$ cat src/rtl/constraint_seq_checker_pkg.sv
// Shared types for the sequential constraint checker: opcodes, table entry layout and FSM states.
package constraint_pkg;
  localparam int unsigned DEF_NUM_VARS = 30;
  localparam int unsigned DEF_VAR_W    = 32;
  localparam int unsigned DEF_NUM_CONS = 30;
  localparam int unsigned VIDX_W       = $clog2(DEF_NUM_VARS);

  typedef enum logic [2:0] {
    TRUE   = 3'd0,
    NZ_A   = 3'd1,
    NZ_ADD = 3'd2,
    NE_AB  = 3'd3,
    LAND   = 3'd4,
    IMPL   = 3'd5,
    NZ_XOR = 3'd6,
    NE_K   = 3'd7
  } cons_op_e;

  typedef struct packed {
    cons_op_e              op;
    logic [VIDX_W-1:0]     a;
    logic [VIDX_W-1:0]     b;
    logic [DEF_VAR_W-1:0]  k;
  } cons_entry_t;

  typedef enum logic [1:0] {IDLE, EVAL, DONE} state_e;
endpackage

$ cat src/rtl/constraint_seq_checker_eval_lane.sv
// One constraint evaluator: table entry plus the two selected operands in, pass bit out.
module constraint_eval_lane
  import constraint_pkg::*;
(
  input  cons_entry_t           entry_i,
  input  logic [DEF_VAR_W-1:0]  a_i,
  input  logic [DEF_VAR_W-1:0]  b_i,
  output logic                  pass_o
);
  logic [DEF_VAR_W-1:0] sum;
  // Operand indices are resolved by the caller; only the opcode and constant matter here.
  logic                 unused_idx;

  assign unused_idx = ^{entry_i.a, entry_i.b};

  always_comb begin
    sum    = a_i + entry_i.k;
    pass_o = 1'b1;
    case (entry_i.op)
      TRUE:    pass_o = 1'b1;
      NZ_A:    pass_o = (a_i != '0);
      NZ_ADD:  pass_o = (sum != '0);
      NE_AB:   pass_o = (a_i != b_i);
      LAND:    pass_o = (a_i != '0) && (b_i != '0);
      IMPL:    pass_o = (a_i == '0) || (b_i != '0);
      NZ_XOR:  pass_o = ((a_i ^ b_i) != '0);
      NE_K:    pass_o = (a_i != entry_i.k);
      default: pass_o = 1'b1;
    endcase
  end
endmodule

$ cat config.mk
export PLATFORM = sky130hd
export DESIGN_NAME = constraint_eval_lane
export DESIGN_NICKNAME = d
export VERILOG_FILES = /design/src/rtl/constraint_seq_checker_pkg.sv /design/src/rtl/constraint_seq_checker_eval_lane.sv
export SDC_FILE = /design/constraint.sdc
export NUM_CORES = 1
export LEC_CHECK = 0
export BUFFER_PORTS_ARGS = -buffer_cell sky130_fd_sc_hd__buf_2
export CORE_MARGIN = 5
export CORE_UTILIZATION = 57
export DETAILED_ROUTE_END_ITERATION = 6
export PLACE_DENSITY_LB_ADDON = 0.3
export REMOVE_ABC_BUFFERS = 1
export SLEW_MARGIN = 20
export SYNTH_ARGS = -nofsm -noshare
export SYNTH_HDL_FRONTEND = slang
export SYNTH_SLANG_ARGS = --single-unit
export TNS_END_PERCENT = 50
$ cat constraint.sdc
create_clock -name vclk -period 5.2
set_input_delay 0.26 -clock vclk [all_inputs]
set_output_delay 0.26 -clock vclk [all_outputs]
set_load 0.01 [all_outputs]
Word level (Yosys, flattened, before mapping)
Index checks and enable logic that the tools add are counted.

word-level totals
  word-level logic and storage cells = 20
  output and inout port bits = 1
  bits of input ports = 109
  register bits = 0

operators by class
  $add $sub $neg = 1
  muxes and demuxes = 1
  equality and inequality tests = 9
  reduce and logical (&&, ||, !) cells = 8
  bitwise logic cells = 1

operators by type and width
  operator                                        count
  nonzero test 32 bit                             4
  inequality test 32 bit                          2
  adder 32 bit                                    1
  zero test 32 bit                                1
  bitwise XOR 32 bit                              1
  == test 3 bit (second input constant)           4
  one-hot mux 1 bit (8 select lines)              1
  == test 3 x 2 -> 1 bit (second input constant)  2
  == test 3 x 1 -> 1 bit (second input constant)  1
  zero test 3 bit                                 1
  logical AND 1 bit                               1
  logical OR 1 bit                                1

Logic depth before layout (Yosys ltp)
Gate-level depths: netlist (run 1).

  depth after elaboration = 3
  depth in mapped cells = 14
  gate-level depth less buffers = 13

Worst setup path after synthesis (run 1)
No wires, ideal clock.

  path kind = in2out
  start point = input port a_i[0]
  end point = output port pass_o
  required time = 4.940 ns
  arrival time = 3.319 ns
  stages on the path = 13
  slack = 1.621 ns
  buffers on the path = 0
  cell sequence = ha_1 > fa_1 > a21oi_1 > o221a_2 > o22ai_1 > a311o_1 > a211oi_1 > o21ba_2 > mux2_2 > nor4_2 > nand4_1 > nor4_1 > a41oi_1

between the ends
  cells in the longest elaborated chain, start to end = 3
  elaborated cells between the ends (all ways) = 11
  those cells by class = add/sub: 1; eq/ne: 2; mux: 1; bitwise: 1; reduce/logical: 6

ends and longest elaborated chain
  item                                         line                                    text
  start: declaration                           constraint_seq_checker_eval_lane.sv:6   input logic [DEF_VAR_W-1:0] a_i,
  adder 32 bit (tied with other cells)         constraint_seq_checker_eval_lane.sv:17  sum = a_i + entry_i.k;
  nonzero test 32 bit (tied with other cells)  constraint_seq_checker_eval_lane.sv:22  NZ_ADD: pass_o = (sum != '0);
  one-hot mux 1 bit (8 select lines) *         constraint_seq_checker_eval_lane.sv:19  case (entry_i.op)
  end: declaration                             constraint_seq_checker_eval_lane.sv:8   output logic pass_o

Every way passes the cells marked *; elsewhere a longest branch is shown, timed or not.

Final worst setup path (run 1)
Ends and elaborated chain as after synthesis.

==> metrics.txt, run 1 <==
status finished, violations left; failing checks DRC; RSZ-0062 raised after global routing no; Worst Path Buf+Inv 2; IO Pins 110; Hold Path End pass_o; overall routing resource usage 0.342; drt wl/cell 20.3 µm; Hold WC Path Type input pin to output port; initial antenna violation count 0; crit end category output port; CP Launch Type input pin; Routed Antenna Nets 0; core footprint 0.00482 mm²; final setup fails 0; Slew @ Worst Pin 786 ps; max-cap violation count 0; final hold vios 0; Worst Path Required 4940 ps; Vias/cell 6.85; post-synthesis sequential area ratio 0; CP max-delay cell fa_1; Crit path max-delay family compound AO/OA/AOI/OAI gates; Setup crit start a_i[0]; clock buf count 0; CP Max Fanout 5; worst hold path startpoint entry_i[31]; Detailed Place HPWL 9.82 mm; Max VDD drop 0.0000622 V; Max Freq 239 MHz; First-pass DRT Iterations 7; post-CTS setup buffer count 0; # rows 25; area added between synthesis and finish 17.9%; via count 3,916; Die Area 0.00658 mm²; NumNets Final 648; CP Data Arrival Time 3920 ps; Most Frequent Cell on Critical Path buf_2; iteration-0 DRC count of the detailed router 588; synth warn 0; ANT cells 0; Cell Chain, Critical Path buf_2, ha_1, fa_1, a21oi_1, o221a_2, o22ai_1, a311o_1, a211oi_1, o21ba_2, mux2_2, nor4_2, nand4_1, nor4_1, a41oi_1, buf_2; Initial Util 0.599; Setup TNS 0 ps; area of all sequential standard cells 0 µm²; Syn Area/Cell 6.92 µm²; Post-Syn Area 0.00289 mm²; Util after Layout 0.706; share of post-route cells with drive strength above 1 0.220; PortBufs 100; Hold Crit Depth 5; post-cts gate resize count 0; hold bufs inserted after CTS 0; grt ovf 0; slowest cell delay on critical path 410 ps; worst hold slack 1140 ps; Synth cell types 56; Die X-Extent 81.1 µm; fin crit period 4180 ps; seq_cells 0; power per cell area 114 mW/mm²; gp weighted congestion 1.03; Final Cycle Share 0.804; post-route DRC violation count 1; largest net degree at the start of global routing 17; first-pass GRT wire length 17.7 mm; Final Slew Violations 0; Die Span Y 81.1 µm; static leakage 1.46 nW; vias in the first global route 3,635; cell count after synthesis 417; CP Class input pin to output port; drt total wl 11.6 mm; Slew Limit Headroom 0.471
## synth_stat cells (all sizes together), types with 4 or more instances
cell	instances	area share
nor2b	5	0.011
xnor2	30	0.091
clkbuf	8	0.010
nand3	11	0.019
nand2	31	0.040
ha	31	0.13
nor4	26	0.059
inv	19	0.025
a21o	9	0.024
o22ai	5	0.011
buf	4	0.013
a21oi	40	0.069
nand4	16	0.035
a211oi	7	0.018
a2111oi	6	0.021
mux2i	5	0.017
nor3	5	0.0087
o31ai	6	0.016
a31oi	8	0.017
xor2	43	0.13
nor2	27	0.035
o21ai	18	0.031
o211ai	7	0.018
nand2b	7	0.015
## how the worst max path moves through the flow
stage,end,slack [ps],cells after the start
final,pass_o,1020,15
after CTS,pass_o,1060,15
after detailed placement,pass_o,1060,15
after global placement,pass_o,1110,15
after floorplan,pass_o,1620,13
after global routing,pass_o,710,15
## logic make-up (layout without fill, tap and decap cells)
kind of cell,Yosys count,in the layout,share of synthesized area
AND/OR/NAND/NOR,140,140,0.254
AO/OA/AOI/OAI,135,135,0.314
XOR/XNOR,73,73,0.222
adder cells (fa/ha/maj),32,32,0.141
buffers and inverters,31,119,0.0481
multiplexers,6,6,0.0212
## cells in the final DEF (no fill, tap or decap), drive strengths merged, types with 8 or more instances in the layout
cell type and n:
a21o 9, a31oi 8, nor4 26, xnor2 30
nor2 27, inv 19, nand2 31, a21oi 40
buf 100, nand3 11, nand4 16, o21ai 18
xor2 43, ha 31
## report_power, final
part / switching, mW / internal (mW)
sequential: 0 / 0
combinational: 0.230 / 0.157
clock: 0 / 0
## layer usage
metal | global-route usage | vias up | share of wire
li1 | - | 1790 | -
met1 | 0.458 | 1774 | 0.39
met2 | 0.579 | 307 | 0.45
met3 | 0.0410 | 45 | 0.12
met4 | 0.0845 | 0 | 0.035
met5 | 0 | - | 0
## worst min-delay path, cell delays in order
cell and delay (ps):
buf_2 90, xor2_1 90, xnor2_1 180, a41oi_1 100, buf_2 160
## cell type report
type	count	area, µm²
multi-input combinational	386	2750
tap	67	83.8
timing repair buffer	100	500
inverter	19	71.3
fill	426	1420
## through the flow
stage / std cells / worst slack [ps] / area (µm²) / power (mW)
2_1_floorplan: 405 / 1620 / 2820 / 0.237
3_5_place_dp: 572 / 1060 / 3400 / 0.372
6_report: 572 / 1020 / 3400 / 0.387
4_1_cts: 572 / 1060 / 3400 / 0.374
3_3_place_gp: 572 / 1110 / 3400 / 0.366
5_1_grt: 572 / 706 / 3400 / 0.416
(Power assumes the default switching activity.)
==> run 2, diff against run 1 <==
ABC_AREA = 1   (was unset)
CORE_UTILIZATION = 51   (was 57)
clock period = 3.7 ns   (was 5.2 ns; I/O delays follow)
==> metrics.txt, run 2 <==
status finished, final reports clean; Util after Layout 0.588 (-0.118); Die Span Y 101 µm (+24%); max-cap violation count 0 (unchanged); CP Data Arrival Time 2560 ps (-1360 ps); Max Freq 364 MHz; Hold WC Path Type input pin to output port; Final Slew Violations 0 (unchanged); fill cell count 902 (+110%); post-synthesis adder-cell area fraction 0.0976 (-0.0438); synth warn 0 (unchanged); post-route cell area 0.00476 mm² (+40%); NumNets Final 1,114 (+72%); largest net degree at the start of global routing 31 (+14); post-synthesis sequential area ratio 0 (unchanged); Synth cell types 29 (-48%); Slew Limit Headroom 0.653 (+0.182); fin crit period 2750 ps; initial antenna violation count 0 (unchanged); Post-Synth Simple-Gate Area 0.558 (+0.304); Max VDD drop 0.0000455 V (-27%); ranking of synthesized cells by area nand2_1 (33%), inv_1 (16%), ha_1 (9.3%); Vias/cell 4.96 (-28%); Yosys top cell area share 0.328 (+0.193); XOR/XNOR Fraction of Synth Area 0.101 (-0.121); PortBufs 100 (unchanged); seq_cells 0 (unchanged); Syn Area/Cell 4.77 µm² (-31%); mux share of post-synthesis cell area 0 (-0.0212); drt wl/cell 11.5 µm (-43%); largest family of logic cells by synthesized area simple AND/OR/NAND/NOR gates; CP Class input pin to output port; Worst Path Required 3510 ps (-1430 ps); grt ovf 0 (unchanged); RSZ-0062 raised after global routing no; final setup fails 0 (unchanged); CP Launch Type input pin; Area after DPL 0.00476 mm² (+40%); dpl cells 1,076 (+88%); first-pass GRT wire length 20.8 mm (+17%); Synth area leader nand2_1; clock buf count 0 (unchanged); area added between synthesis and finish 13.9%; core footprint 0.00809 mm² (+68%); Initial Util 0.517 (-0.0824); iteration-0 DRC count of the detailed router 364 (-38%); Final Cycle Share 0.743; overall routing resource usage 0.243 (-0.0993); top sig layer met4; post-CTS setup buffer count 0 (unchanged); M1 WL 6.00 mm (+31%); final cell count without fillers 1,076 (+88%); multi-input logic area 0.00342 mm² (+25%); share of post-route cells with drive strength above 1 0.110 (-0.110); Routed Antenna Nets 0 (unchanged); final hold vios 0 (unchanged); drt total wl 12.4 mm (+7.2%); cell count after synthesis 877 (+110%); ANT cells 0 (unchanged); Slew @ Worst Pin 520 ps (-267 ps); commonest cells after routing, fill and taps aside nand2_1 (365), inv_1 (182), buf_2 (100); Setup TNS 0 ps (unchanged); post-cts gate resize count 0 (unchanged); # rows 33 (+32%); Detailed Place HPWL 11.0 mm (+12%); Die X-Extent 101 µm (+24%); Place WS 937 ps (-126 ps); CP Max Fanout 5 (unchanged); post-route DRC violation count 0 (-1); IO Pins 110 (unchanged); via count 5,339 (+36%); cell with the most instances after synthesis nand2_1; DR WL met3 1.05 mm (-23%); Compound-Gate Fraction of Synth Area 0.0626 (-0.251); Synth top cells by count nand2_1 (365), inv_1 (182), nor2_1 (67), nand3_1 (54), xor2_1 (37); power per cell area 134 mW/mm² (+18%); fin worst setup slack 952 ps (-67.5 ps); Post-Syn Area 0.00418 mm² (+45%); gp weighted congestion 0.965 (-6.7%); commonest non-fill, non-tap cell in the layout nand2_1; met2 wire len 5.20 mm (-0.52%); static leakage 3.09 nW (+110%); crit end category output port; First-pass DRT Iterations 5 (-2); Die Area 0.0101 mm² (+54%); vias in the first global route 4,800 (+32%); hold bufs inserted after CTS 0 (unchanged); area of all sequential standard cells 0 µm² (unchanged)
[run 2: cell types whose count changed after synthesis, moves of 16 or more]
cell | before | now
nand3_1 | 11 | 54
nor4_1 | 25 | 9
inv_1 | 19 | 182
nand2_1 | 31 | 365
o21ai_1 | 0 | 16
xnor2_1 | 30 | 11
nor2_1 | 27 | 67
nand4_1 | 16 | 36
a21oi_1 | 40 | 19
[run 2: per-layer routing]
metal | track usage | vias up
met5 | 0 | -
met4 | 0.0363 | 0
met3 | 0.0235 | 14
met2 | 0.389 | 163
met1 | 0.357 | 2262
li1 | - | 2900
[run 2: per-stage QoR]
stage,hold slack (ps),total power [mW]
2_1_floorplan,522,0.434
3_3_place_gp,798,0.621
3_5_place_dp,790,0.627
4_1_cts,792,0.630
5_1_grt,840,0.731
6_report,794,0.638
[run 2: report_power, final]
group	total (mW)	switching, mW	internal [mW]
Sequential	0	0	0
Combinational	0.638	0.399	0.240
Clock	0	0	0
Total	0.638	0.399	0.240
[run 2: final cells by class]
cell class / instances / share of cell area
Multi-Input combinational cell: 687 / 0.719
Inverter: 183 / 0.144
Timing Repair Buffer: 101 / 0.109
Tap cell: 105 / 0.0276
[run 2: cells by family after synthesis]
family	Yosys count
adders and majority gates	32
and+or+nand+nor	559
xor gates and xnor gates	48
AOI/OAI and AO/OA	48
buffers and inverters	190
[run 2: worst max-delay path, cell delays in order]
cell and delay (ps):
buf_2 120, ha_1 260, fa_1 440, nand3_1 110, nand3_1 170, nand2_1 100
nand2_1 100, nand2_1 100, nand2_1 90, nand2_1 90, nand2_1 60, nand2_1 60
nand2_1 50, nor2_1 80, nand2_1 60, nor2_1 110, nand3_1 130, nand2_1 90
nand2_1 50, buf_2 130
[run 2: final timing paths]
check                     to  slack, ps  depth (start not counted)   startpoint
worst max-delay path  pass_o        950                         20       a_i[0]
worst min-delay path  pass_o        790                          5  entry_i[42]
==> run 3, diff against run 2 <==
CORE_UTILIZATION = 57   (was 51)
clock period = 2.8 ns   (was 3.7 ns; I/O delays follow)
==> metrics.txt, run 3 (synthesis gave the netlist of run 2 again) <==
NumNets Final 1,115 (+0.090%); Switching Share 0.627 (+0.00200); static leakage 3.09 nW (about the same); Reg power frac 0 (unchanged); Vias/cell 5.10 (+2.9%); Final Slew Violations 0 (unchanged); M1 WL 5.97 mm (-0.45%); Max VDD drop 0.0000642 V (+41%); drt wl/cell 11.6 µm (+0.31%); Initial Util 0.579 (+0.0629); Slew @ Worst Pin 515 ps (-4.20 ps); Slew Limit Headroom 0.653 (about the same); commonest non-fill, non-tap cell in the layout nand2_1; CP Max Fanout 5 (unchanged); CP Launch Type input pin; Int Pwr 0.316 mW (+32%); post-CTS setup buffer count 0 (unchanged); power per cell area 178 mW/mm² (+33%); vias in the first global route 4,592 (-4.3%); worst hold path startpoint entry_i[42]; Worst Path Buf+Inv 2 (unchanged); share of post-route cells with drive strength above 1 0.112 (+0.00194); fill cell count 757 (-16%); crit end category output port; seq_cells 0 (unchanged); largest net degree at the start of global routing 31 (unchanged); final hold vios 0 (unchanged); grt ovf 0 (unchanged); fin crit period 2570 ps; First-pass DRT Iterations 5 (unchanged); Crit path max-delay family simple AND/OR/NAND/NOR gates; via count 5,467 (+2.4%); final setup fails 0 (unchanged); core footprint 0.00721 mm² (-11%); top sig layer met4; Worst Path Required 2660 ps (-850 ps); overall routing resource usage 0.267 (+0.0245); Setup TNS 0 ps (unchanged); ANT cells 0 (unchanged); Most Frequent Cell on Critical Path nand2_1; first-pass GRT wire length 20.2 mm (-2.8%); met2 wire len 5.19 mm (-0.23%); Die Area 0.00915 mm² (-9.5%); area of all sequential standard cells 0 µm² (unchanged); Routed Antenna Nets 0 (unchanged); IO Pins 110 (unchanged); Hold Path End pass_o; drt total wl 12.4 mm (-0.16%); commonest cells after routing, fill and taps aside nand2_1 (365), inv_1 (182), buf_2 (100); Cell Chain, Critical Path buf_2, ha_1, fa_1, nand3_1, nand3_2, nand2_1, nand2_1, nand2_1, nand2_1, nand2_1, nand2_1, nor2_1, nand2_1, nor3_1, nand3_1, nand2_1, nand2_1, buf_2; Hold Crit Depth 5 (unchanged); PortBufs 100 (unchanged); CP max-delay cell fa_1; status finished, final reports clean; Die X-Extent 95.6 µm (-4.9%); iteration-0 DRC count of the detailed router 505 (+39%); post-route DRC violation count 0 (unchanged); Sw Pwr 0.531 mW (+33%); slowest cell delay on critical path 440 ps (about the same); initial antenna violation count 0 (unchanged); area added between synthesis and finish 13.7%; Final Cycle Share 0.918; clock power share 0 (unchanged); gp weighted congestion 0.956 (-0.85%); # rows 31 (-6.1%); RSZ-0062 raised after global routing no; DR WL met3 1.14 mm (+8.5%); Die Span Y 95.6 µm (-4.9%); Util after Layout 0.659 (+0.0706); Hold WC Path Type input pin to output port; Max Freq 389 MHz; Detailed Place HPWL 10.8 mm (-2.0%); CP Data Arrival Time 2430 ps (-130 ps); clock buf count 0 (unchanged); max-cap violation count 0 (unchanged); Comb power frac 1.000 (about the same); CP Class input pin to output port
run 3: power by group through the flow:
stage | Clock, mW | Sequential [mW] | Combinational, mW
after floorplan | 0 | 0 | 0.574
after global routing | 0 | 0 | 0.963
after global placement | 0 | 0 | 0.817
final | 0 | 0 | 0.848
after CTS | 0 | 0 | 0.830
after detailed placement | 0 | 0 | 0.826
run 3: worst max-delay path by stage:
stage / from / endpoint / depth (start not counted) / slack (ps)
global route: a_i[0] / pass_o / 18 / 30
CTS: a_i[0] / pass_o / 20 / 180
global placement: a_i[0] / pass_o / 20 / 210
floorplan: a_i[0] / pass_o / 18 / 760
finish: a_i[0] / pass_o / 18 / 230
detailed placement: a_i[0] / pass_o / 20 / 190
run 3: stage by stage:
stage	hold WS [ps]	setup slack, ps	instance area (µm²)	power [mW]	cells
2_1_floorplan	432	761	4110	0.574	870
3_3_place_gp	707	209	4750	0.817	1071
3_5_place_dp	716	187	4750	0.826	1071
4_1_cts	718	183	4750	0.830	1071
5_1_grt	772	30.4	4750	0.963	1071
6_report	730	231	4750	0.848	1071
run 3: what timing repair did:
action,4_1_cts,5_1_grt
resized for setup,0,1
hold buffers,0,0
setup endpoints to repair,0,1
run 3: cell type report:
class                           instances  area [µm²]  area share
Inverter                              183         687       0.145
Multi-Input combinational cell        687        3430       0.721
Tap cell                               99         124      0.0261
Timing Repair Buffer                  102         515       0.108
run 3: routing by layer:
layer | vias to the layer above | GRT usage
li1 | 2893 | -
met1 | 2358 | 0.412
met2 | 208 | 0.426
met3 | 8 | 0.00631
met4 | 0 | 0.0201
met5 | - | 0
